--- src/rtl/if_fetch_queue_if.sv ---
// Fetch front-end signal bundle: redirect, imem request/response channel and the decode-side handshake.
// master = fetch queue; slave = branch unit / instruction memory / decode side.
interface if_fetch_queue_if;
    logic        redirect_valid;
    logic [31:0] redirect_pc;
    logic        imem_req_valid;
    logic        imem_req_ready;
    logic [31:0] imem_req_addr;
    logic        imem_resp_valid;
    logic [31:0] imem_resp_data;
    logic        id_valid;
    logic        id_ready;
    logic [31:0] id_pc;
    logic [31:0] id_instr;

    modport master (
        input  redirect_valid, redirect_pc, imem_req_ready,
        input  imem_resp_valid, imem_resp_data, id_ready,
        output imem_req_valid, imem_req_addr, id_valid, id_pc, id_instr
    );

    modport slave (
        output redirect_valid, redirect_pc, imem_req_ready,
        output imem_resp_valid, imem_resp_data, id_ready,
        input  imem_req_valid, imem_req_addr, id_valid, id_pc, id_instr
    );
endinterface

--- src/rtl/if_fetch_queue.sv ---
// RV32I fetch front end: sequential PC generation, in-order prefetch queue, redirect flush with response dropping.
// Latency: response to id_valid 1 cycle (0 cycles from an empty queue when FETCH_BYPASS_EN is defined).
// Backpressure: requests are issued only while queued + live in-flight entries < DEPTH; decode stalls via id_ready.
module if_fetch_queue #(
    parameter int unsigned DEPTH     = 4,
    parameter logic [31:0] RESET_PC  = 32'h0000_0000,
    parameter logic [31:0] NOP_INSTR = 32'h0000_0013
) (
    input  logic             clk,
    input  logic             rst,
    if_fetch_queue_if.master bus
);
    localparam int unsigned AW  = $clog2(DEPTH);
    localparam int unsigned CW  = $clog2(DEPTH + 1);
    localparam int unsigned OW  = $clog2(2 * DEPTH + 1);
    localparam int unsigned PD  = 2 * DEPTH;
    localparam int unsigned PAW = $clog2(PD);

    typedef enum logic [0:0] {
        FETCH = 1'b0,
        DRAIN = 1'b1
    } state_e;

    state_e         state_q, state_d;
    logic [31:0]    fetch_pc_q, fetch_pc_d;
    logic [OW-1:0]  outstanding_q, outstanding_d;
    logic [OW-1:0]  drop_cnt_q, drop_cnt_d;
    logic [CW-1:0]  count_q, count_d;
    logic [AW-1:0]  rd_ptr_q, rd_ptr_d;
    logic [AW-1:0]  wr_ptr_q, wr_ptr_d;
    logic [PAW-1:0] pcf_rd_q, pcf_rd_d;
    logic [PAW-1:0] pcf_wr_q, pcf_wr_d;

    logic [31:0]    q_pc_q    [DEPTH];
    logic [31:0]    q_pc_d    [DEPTH];
    logic [31:0]    q_instr_q [DEPTH];
    logic [31:0]    q_instr_d [DEPTH];
    logic [31:0]    pcf_q     [PD];
    logic [31:0]    pcf_d     [PD];

    logic           q_empty;
    logic           q_full;
    logic           credit_ok;
    logic           req_fire;
    logic           resp_fire;
    logic           resp_keep;
    logic           bypass;
    logic           push;
    logic           pop;
    logic [OW-1:0]  in_use;
    logic [31:0]    resp_pc;

    assign q_empty   = (count_q == '0);
    assign q_full    = (count_q == CW'(DEPTH));
    assign resp_pc   = pcf_q[pcf_rd_q];

    // Live demand = queued entries + in-flight responses that will be kept.
    // The outstanding cap only bounds the PC FIFO under pathological back-to-back redirects.
    assign in_use    = OW'(count_q) + outstanding_q - drop_cnt_q;
    assign credit_ok = (in_use < OW'(DEPTH)) && (outstanding_q < OW'(PD));

    assign bus.imem_req_valid = !rst && credit_ok;
    assign bus.imem_req_addr  = fetch_pc_q;

    assign req_fire  = bus.imem_req_valid && bus.imem_req_ready;
    assign resp_fire = bus.imem_resp_valid;
    assign resp_keep = resp_fire && (state_q == FETCH) && !bus.redirect_valid;

`ifdef FETCH_BYPASS_EN
    assign bypass = resp_keep && q_empty;
`else
    assign bypass = 1'b0;
`endif

    assign push = resp_keep && !(bypass && bus.id_ready);
    assign pop  = !q_empty && bus.id_ready && !bus.redirect_valid;

    always_comb begin
        bus.id_valid = 1'b0;
        bus.id_pc    = '0;
        bus.id_instr = NOP_INSTR;
        if (!q_empty) begin
            bus.id_valid = 1'b1;
            bus.id_pc    = q_pc_q[rd_ptr_q];
            bus.id_instr = q_instr_q[rd_ptr_q];
        end else if (bypass) begin
            bus.id_valid = 1'b1;
            bus.id_pc    = resp_pc;
            bus.id_instr = bus.imem_resp_data;
        end
    end

    always_comb begin
        fetch_pc_d    = fetch_pc_q;
        outstanding_d = outstanding_q + OW'(req_fire) - OW'(resp_fire);
        drop_cnt_d    = drop_cnt_q;
        pcf_wr_d      = pcf_wr_q + PAW'(req_fire);
        pcf_rd_d      = pcf_rd_q + PAW'(resp_fire);
        pcf_d         = pcf_q;
        if (req_fire) begin
            pcf_d[pcf_wr_q] = fetch_pc_q;
        end

        // Every response still owed after a redirect belongs to the stale path.
        if (bus.redirect_valid) begin
            fetch_pc_d = bus.redirect_pc & 32'hFFFF_FFFC;
            drop_cnt_d = outstanding_d;
        end else begin
            if (req_fire) begin
                fetch_pc_d = fetch_pc_q + 32'd4;
            end
            if (resp_fire && (state_q == DRAIN)) begin
                drop_cnt_d = drop_cnt_q - OW'(1);
            end
        end

        state_d = (drop_cnt_d != '0) ? DRAIN : FETCH;
    end

    always_comb begin
        rd_ptr_d  = rd_ptr_q;
        wr_ptr_d  = wr_ptr_q;
        count_d   = count_q;
        q_pc_d    = q_pc_q;
        q_instr_d = q_instr_q;
        if (bus.redirect_valid) begin
            rd_ptr_d = '0;
            wr_ptr_d = '0;
            count_d  = '0;
        end else begin
            if (push) begin
                q_pc_d[wr_ptr_q]    = resp_pc;
                q_instr_d[wr_ptr_q] = bus.imem_resp_data;
            end
            wr_ptr_d = wr_ptr_q + AW'(push);
            rd_ptr_d = rd_ptr_q + AW'(pop);
            count_d  = count_q + CW'(push) - CW'(pop);
        end
    end

    always_ff @(posedge clk) begin
        if (rst) begin
            state_q       <= FETCH;
            fetch_pc_q    <= RESET_PC;
            outstanding_q <= '0;
            drop_cnt_q    <= '0;
            count_q       <= '0;
            rd_ptr_q      <= '0;
            wr_ptr_q      <= '0;
            pcf_rd_q      <= '0;
            pcf_wr_q      <= '0;
        end else begin
            state_q       <= state_d;
            fetch_pc_q    <= fetch_pc_d;
            outstanding_q <= outstanding_d;
            drop_cnt_q    <= drop_cnt_d;
            count_q       <= count_d;
            rd_ptr_q      <= rd_ptr_d;
            wr_ptr_q      <= wr_ptr_d;
            pcf_rd_q      <= pcf_rd_d;
            pcf_wr_q      <= pcf_wr_d;
        end
    end

    // Payload storage needs no reset; occupancy is tracked by the pointers above.
    always_ff @(posedge clk) begin
        q_pc_q    <= q_pc_d;
        q_instr_q <= q_instr_d;
        pcf_q     <= pcf_d;
    end

    a_no_resp_into_full_queue: assert property (@(posedge clk) disable iff (rst)
        !(bus.imem_resp_valid && (drop_cnt_q == '0) && q_full));

    a_resp_has_request: assert property (@(posedge clk) disable iff (rst)
        !(bus.imem_resp_valid && (outstanding_q == '0)));
endmodule

--- src/flat_wrapper.sv ---
// flat-port wrapper written by rule: the top's interface ports become plain ports
module if_fetch_queue_flat 
#(
    parameter int unsigned DEPTH     = 4,
    parameter logic [31:0] RESET_PC  = 32'h0000_0000,
    parameter logic [31:0] NOP_INSTR = 32'h0000_0013
)
  (clk, rst, bus_redirect_valid, bus_redirect_pc, bus_imem_req_ready, bus_imem_resp_valid, bus_imem_resp_data, bus_id_ready, bus_imem_req_valid, bus_imem_req_addr, bus_id_valid, bus_id_pc, bus_id_instr);
  if_fetch_queue_if bus_i ();
  input  logic clk;
  input  logic rst;
  input wire logic [$bits(bus_i.redirect_valid)-1:0] bus_redirect_valid;
  input wire logic [$bits(bus_i.redirect_pc)-1:0] bus_redirect_pc;
  input wire logic [$bits(bus_i.imem_req_ready)-1:0] bus_imem_req_ready;
  input wire logic [$bits(bus_i.imem_resp_valid)-1:0] bus_imem_resp_valid;
  input wire logic [$bits(bus_i.imem_resp_data)-1:0] bus_imem_resp_data;
  input wire logic [$bits(bus_i.id_ready)-1:0] bus_id_ready;
  output wire logic [$bits(bus_i.imem_req_valid)-1:0] bus_imem_req_valid;
  output wire logic [$bits(bus_i.imem_req_addr)-1:0] bus_imem_req_addr;
  output wire logic [$bits(bus_i.id_valid)-1:0] bus_id_valid;
  output wire logic [$bits(bus_i.id_pc)-1:0] bus_id_pc;
  output wire logic [$bits(bus_i.id_instr)-1:0] bus_id_instr;
  assign bus_i.redirect_valid = bus_redirect_valid;
  assign bus_i.redirect_pc = bus_redirect_pc;
  assign bus_i.imem_req_ready = bus_imem_req_ready;
  assign bus_i.imem_resp_valid = bus_imem_resp_valid;
  assign bus_i.imem_resp_data = bus_imem_resp_data;
  assign bus_i.id_ready = bus_id_ready;
  assign bus_imem_req_valid = bus_i.imem_req_valid;
  assign bus_imem_req_addr = bus_i.imem_req_addr;
  assign bus_id_valid = bus_i.id_valid;
  assign bus_id_pc = bus_i.id_pc;
  assign bus_id_instr = bus_i.id_instr;
  if_fetch_queue #(.DEPTH(DEPTH), .RESET_PC(RESET_PC), .NOP_INSTR(NOP_INSTR)) u_core (.clk(clk), .rst(rst), .bus(bus_i));
endmodule
--- config.mk ---
export PLATFORM = sky130hd
export DESIGN_NAME = if_fetch_queue_flat
export DESIGN_NICKNAME = d
export VERILOG_FILES = /design/src/rtl/if_fetch_queue_if.sv /design/src/rtl/if_fetch_queue.sv /design/src/flat_wrapper.sv
export SDC_FILE = /design/constraint.sdc
export NUM_CORES = 1
export LEC_CHECK = 0
export ABC_CLOCK_PERIOD_IN_PS = 7500
export BUFFER_PORTS_ARGS = -buffer_cell sky130_fd_sc_hd__buf_2
export CAP_MARGIN = 10
export CORE_UTILIZATION = 50
export CTS_CLUSTER_DIAMETER = 60
export DETAILED_ROUTE_END_ITERATION = 8
export PLACE_DENSITY = 0.76
export SLEW_MARGIN = 20
export SYNTH_ARGS = -nofsm -noshare
export SYNTH_HDL_FRONTEND = slang
export SYNTH_SLANG_ARGS = --single-unit
--- constraint.sdc ---
create_clock -name clk -period 7.5 [get_ports clk]
set_clock_uncertainty 0.2 [all_clocks]
set_input_delay 1.125 -clock clk [delete_from_list [all_inputs] [get_ports clk]]
set_output_delay 1.125 -clock clk [all_outputs]
set_load 0.005 [all_outputs]
==> metrics.md <==
| Metric | Value |
|---|---|
| GRT Util Overall | `19.92%` |
| Critical-path top delay cell | `fa_1` |
| Synth Flop Type | `edfxtp_1` |
| Most frequent CP cell | `inv_1` |
| Max-slew violations | `0` |
| Top-level port count | `168` |
| Most frequent cells in the layout | `edfxtp_1, buf_2, mux4_2` |
| Pwr Density | `284.8 mW/mm2` |
| CTS tree | `done` |
| Layout Area Growth over Synthesis | `15.22%` |
| Post-synth EDFFs | `488` |
| Clk slew on worst S/H paths | `60 ps` |
| Outcome | `complete, no violations` |
| Post-CTS Setup Repair Bufs | `0` |
| Post-DRT Antenna Nets | `0` |
| # fillers | `3,061` |
| Asr flop ratio synth | `0%` |
| Initial Util | `51.14%` |
| Largest net degree at the start of global routing | `63` |
| Vias | `11,260` |
| Num Clock Sinks | `540` |
| Crit end category | `primary output` |
| Syn avg cell area | `18.89 um2` |
| Worst reg2reg setup slack | `3170 ps` |
| Cts hold-fix bufs | `0` |
| Post-synthesis adder-cell area fraction | `1.356%` |
| Setup CP Type | `reg2out` |
| DIE HEIGHT | `209.8 um` |
| Leakage | `0.008211 uW` |
| Fmax | `216.3 MHz` |
| DRC viols | `0` |
| Final worst path period need | `4624 ps` |
| Final Hold Fails | `0` |
| Via-per-instance ratio | `5.904` |
| Post-synthesis sequential area ratio | `72.67%` |
| CP peak stage delay | `540 ps` |
| Startpoint types | `flop` |
| Yosys warns | `0` |
| Most common cell after layout, fill and taps aside | `edfxtp_1` |
| Max-Slew Margin vs Limit | `31.06%` |
| Port-buffer cells | `161` |
| Root buffer cell | `clkbuf_16` |
| Required time of the critical path | `6170 ps` |
| FF+latch count, synth | `540` |
| Total Wirelength | `43.12 mm` |
| Post-synthesis compound-gate area fraction | `2.769%` |
| Worst Path Max Fanout | `7` |
| Synth cell types | `60` |
| Post-Synth Simple-Gate Area | `6.448%` |
| Die Wd | `209.8 um` |
| Final setup violation count | `0` |
| Vias in the first global route | `11,420` |
| Worst path cell trace | `inv_1 > fa_1 > inv_1 > ha_1 > nand4b_1 > and4_1 > nor2_1 > nor4_1 > buf_2` |
| Rows | `75` |
| First-pass GRT wire length | `65.98 mm` |
| Mapped Cells | `1,143` |
| Placer Congestion | `0.7831` |
| Xor-xnor portion of the synthesized cell area | `0.6373%` |
| Worst-margin pin slew | `1034 ps` |
| RSZ-0062 raised after global routing | `no` |
| Core Box Area | `0.04223 mm2` |
| Final net count | `1,414` |
| Share of cells above drive strength 1 | `32.21%` |
| Largest family of logic cells by synthesized area | `multiplexers` |
| Clock buffer depth | `3` |
| Tcrit/Tclk final | `61.65%` |
| DR pass1 iterations | `6` |
| MaxCap Viol Count | `0` |
| Mapped cell area | `0.02160 mm2` |
| Worst skew pair latency | `610 ps` |
| Die area | `0.04403 mm2` |
| Final setup TNS | `0 ps` |
| Initial antenna violation count | `0` |
| Mux contribution to synthesized area | `14.33%` |
| Initial DRC count | `860` |
| Hold_ws | `313.5 ps` |
| # H-tree levels | `2` |
| Antenna Cells | `0` |
| Hpwl dp | `23.70 mm` |
| Type of the tightest min-delay check | `reg2reg` |
| Grt total ovfl | `0` |
| CTS Buf Count | `55` |
| CP Data Arrival Time | `3300 ps` |
| Worst vdd ir | `217.0 uV` |
| Post-cts resize count | `0` |
| Drt wl/cell | `22.60 um` |
[layer usage]
metal  share of wire [%]  GRT usage [%]  up-vias
li1                    -              -     4984
met1                  43          28.45     5762
met2                  48          31.81      450
met3                 7.5          3.816       68
met4                 1.8          5.034        0
met5                   0              0        -
[worst paths after layout]
kind | startpoint | depth (start not counted) | endpoint
max | u_core.count_q[1] | 9 | bus_imem_req_valid
min | u_core.pcf_rd_q[2] | 2 | u_core.pcf_rd_q[2]
max reg2reg | u_core.count_q[2] | 10 | u_core.pcf_q[52]
min reg2reg | u_core.pcf_rd_q[2] | 2 | u_core.pcf_rd_q[2]
[registers in the layout, indices dropped and copies added (netlist names), 3 cells and up]
name and count:
u_core.q_instr_q 128, u_core.pcf_q 240, u_core.pcf_rd_q 3, u_core.outstanding_q 4, u_core.q_pc_q 120, u_core.count_q 3, u_core.pcf_wr_q 3, u_core.bus.imem_req_addr 30
u_core.drop_cnt_q 4
[where the power goes]
part	leakage, uW	internal (uW)	total (uW)	switching (uW)
clock	0.000893	1600	2720	1120
sequential	0.00487	3440	3560	118
combinational	0.00245	344	809	465
[synthesized netlist by cell type, types with 3 or more instances]
library cell,n,area (um2)
edfxtp_1,488,14650
mux4_2,122,2748
nor2b_1,67,419.2
dfxtp_1,52,1041
nor2_1,47,176.4
clkbuf_1,38,142.6
inv_1,34,127.6
mux2_2,30,337.8
nand3_1,21,105.1
nand2_1,19,71.32
ha_1,17,212.7
buf_1,16,60.06
a311oi_1,15,131.4
or4_1,13,97.59
nor4_1,12,75.07
nand4_1,11,68.82
nor3b_1,11,82.58
xnor2_1,11,96.34
o21ai_0,10,50.05
o31ai_1,10,75.07
a21oi_1,8,40.04
and4_1,7,61.31
nor3_1,7,35.03
and2_1,6,37.54
or3_1,6,37.54
or2_2,5,31.28
a211oi_1,4,30.03
a22oi_1,4,30.03
buf_4,4,30.03
fa_1,4,80.08
o211ai_1,4,30.03
and3_1,3,18.77
nand4b_1,3,26.28
[layout make-up]
| cell class | instances | area, um2 | share of cell area (%) |
|---|---|---|---|
| tap | 539 | 674.4 | 2.710 |
| clock inverter | 35 | 366.6 | 1.473 |
| clock buffer | 68 | 1466 | 5.893 |
| inverter | 34 | 127.6 | 0.5129 |
| sequential | 540 | 15710 | 63.12 |
| timing repair buffer | 181 | 955.9 | 3.842 |
| multi-input combinational | 511 | 5585 | 22.45 |
[critical path: cells and delay by family (launching register included)]
family | cells | cell delay [ps]
AND/OR/NAND/NOR | 4 | 1140
adder cells (fa/ha/maj) | 2 | 820
buffers and inverters | 3 | 310
flip-flops | 1 | 410
[through the flow]
stage                     setup slack, ps  util, %  power, uW  cell area, um2  instances
after detailed placement             3209    54.59       4428           23050       1805
final                                2876    58.93       7088           24880       1908
after CTS                            2877    58.93       7145           24880       1908
after global routing                 2694    58.93       7353           24880       1908
after floorplan                     885.7        -       4179           21610       1146
after global placement               3269    54.59       4394           23050       1805
[cells by family (layout without fill, tap and decap cells)]
| logic type | after synthesis | after routing |
|---|---|---|
| xor+xnor | 14 | 14 |
| buf+inv | 95 | 318 |
| fa+ha+maj | 21 | 21 |
| flops | 540 | 540 |
| other cells | 1 | 4 |
| compound gates | 75 | 75 |
| mux | 153 | 153 |
| simple gates | 244 | 244 |
Power figures use the tool's default switching activity.
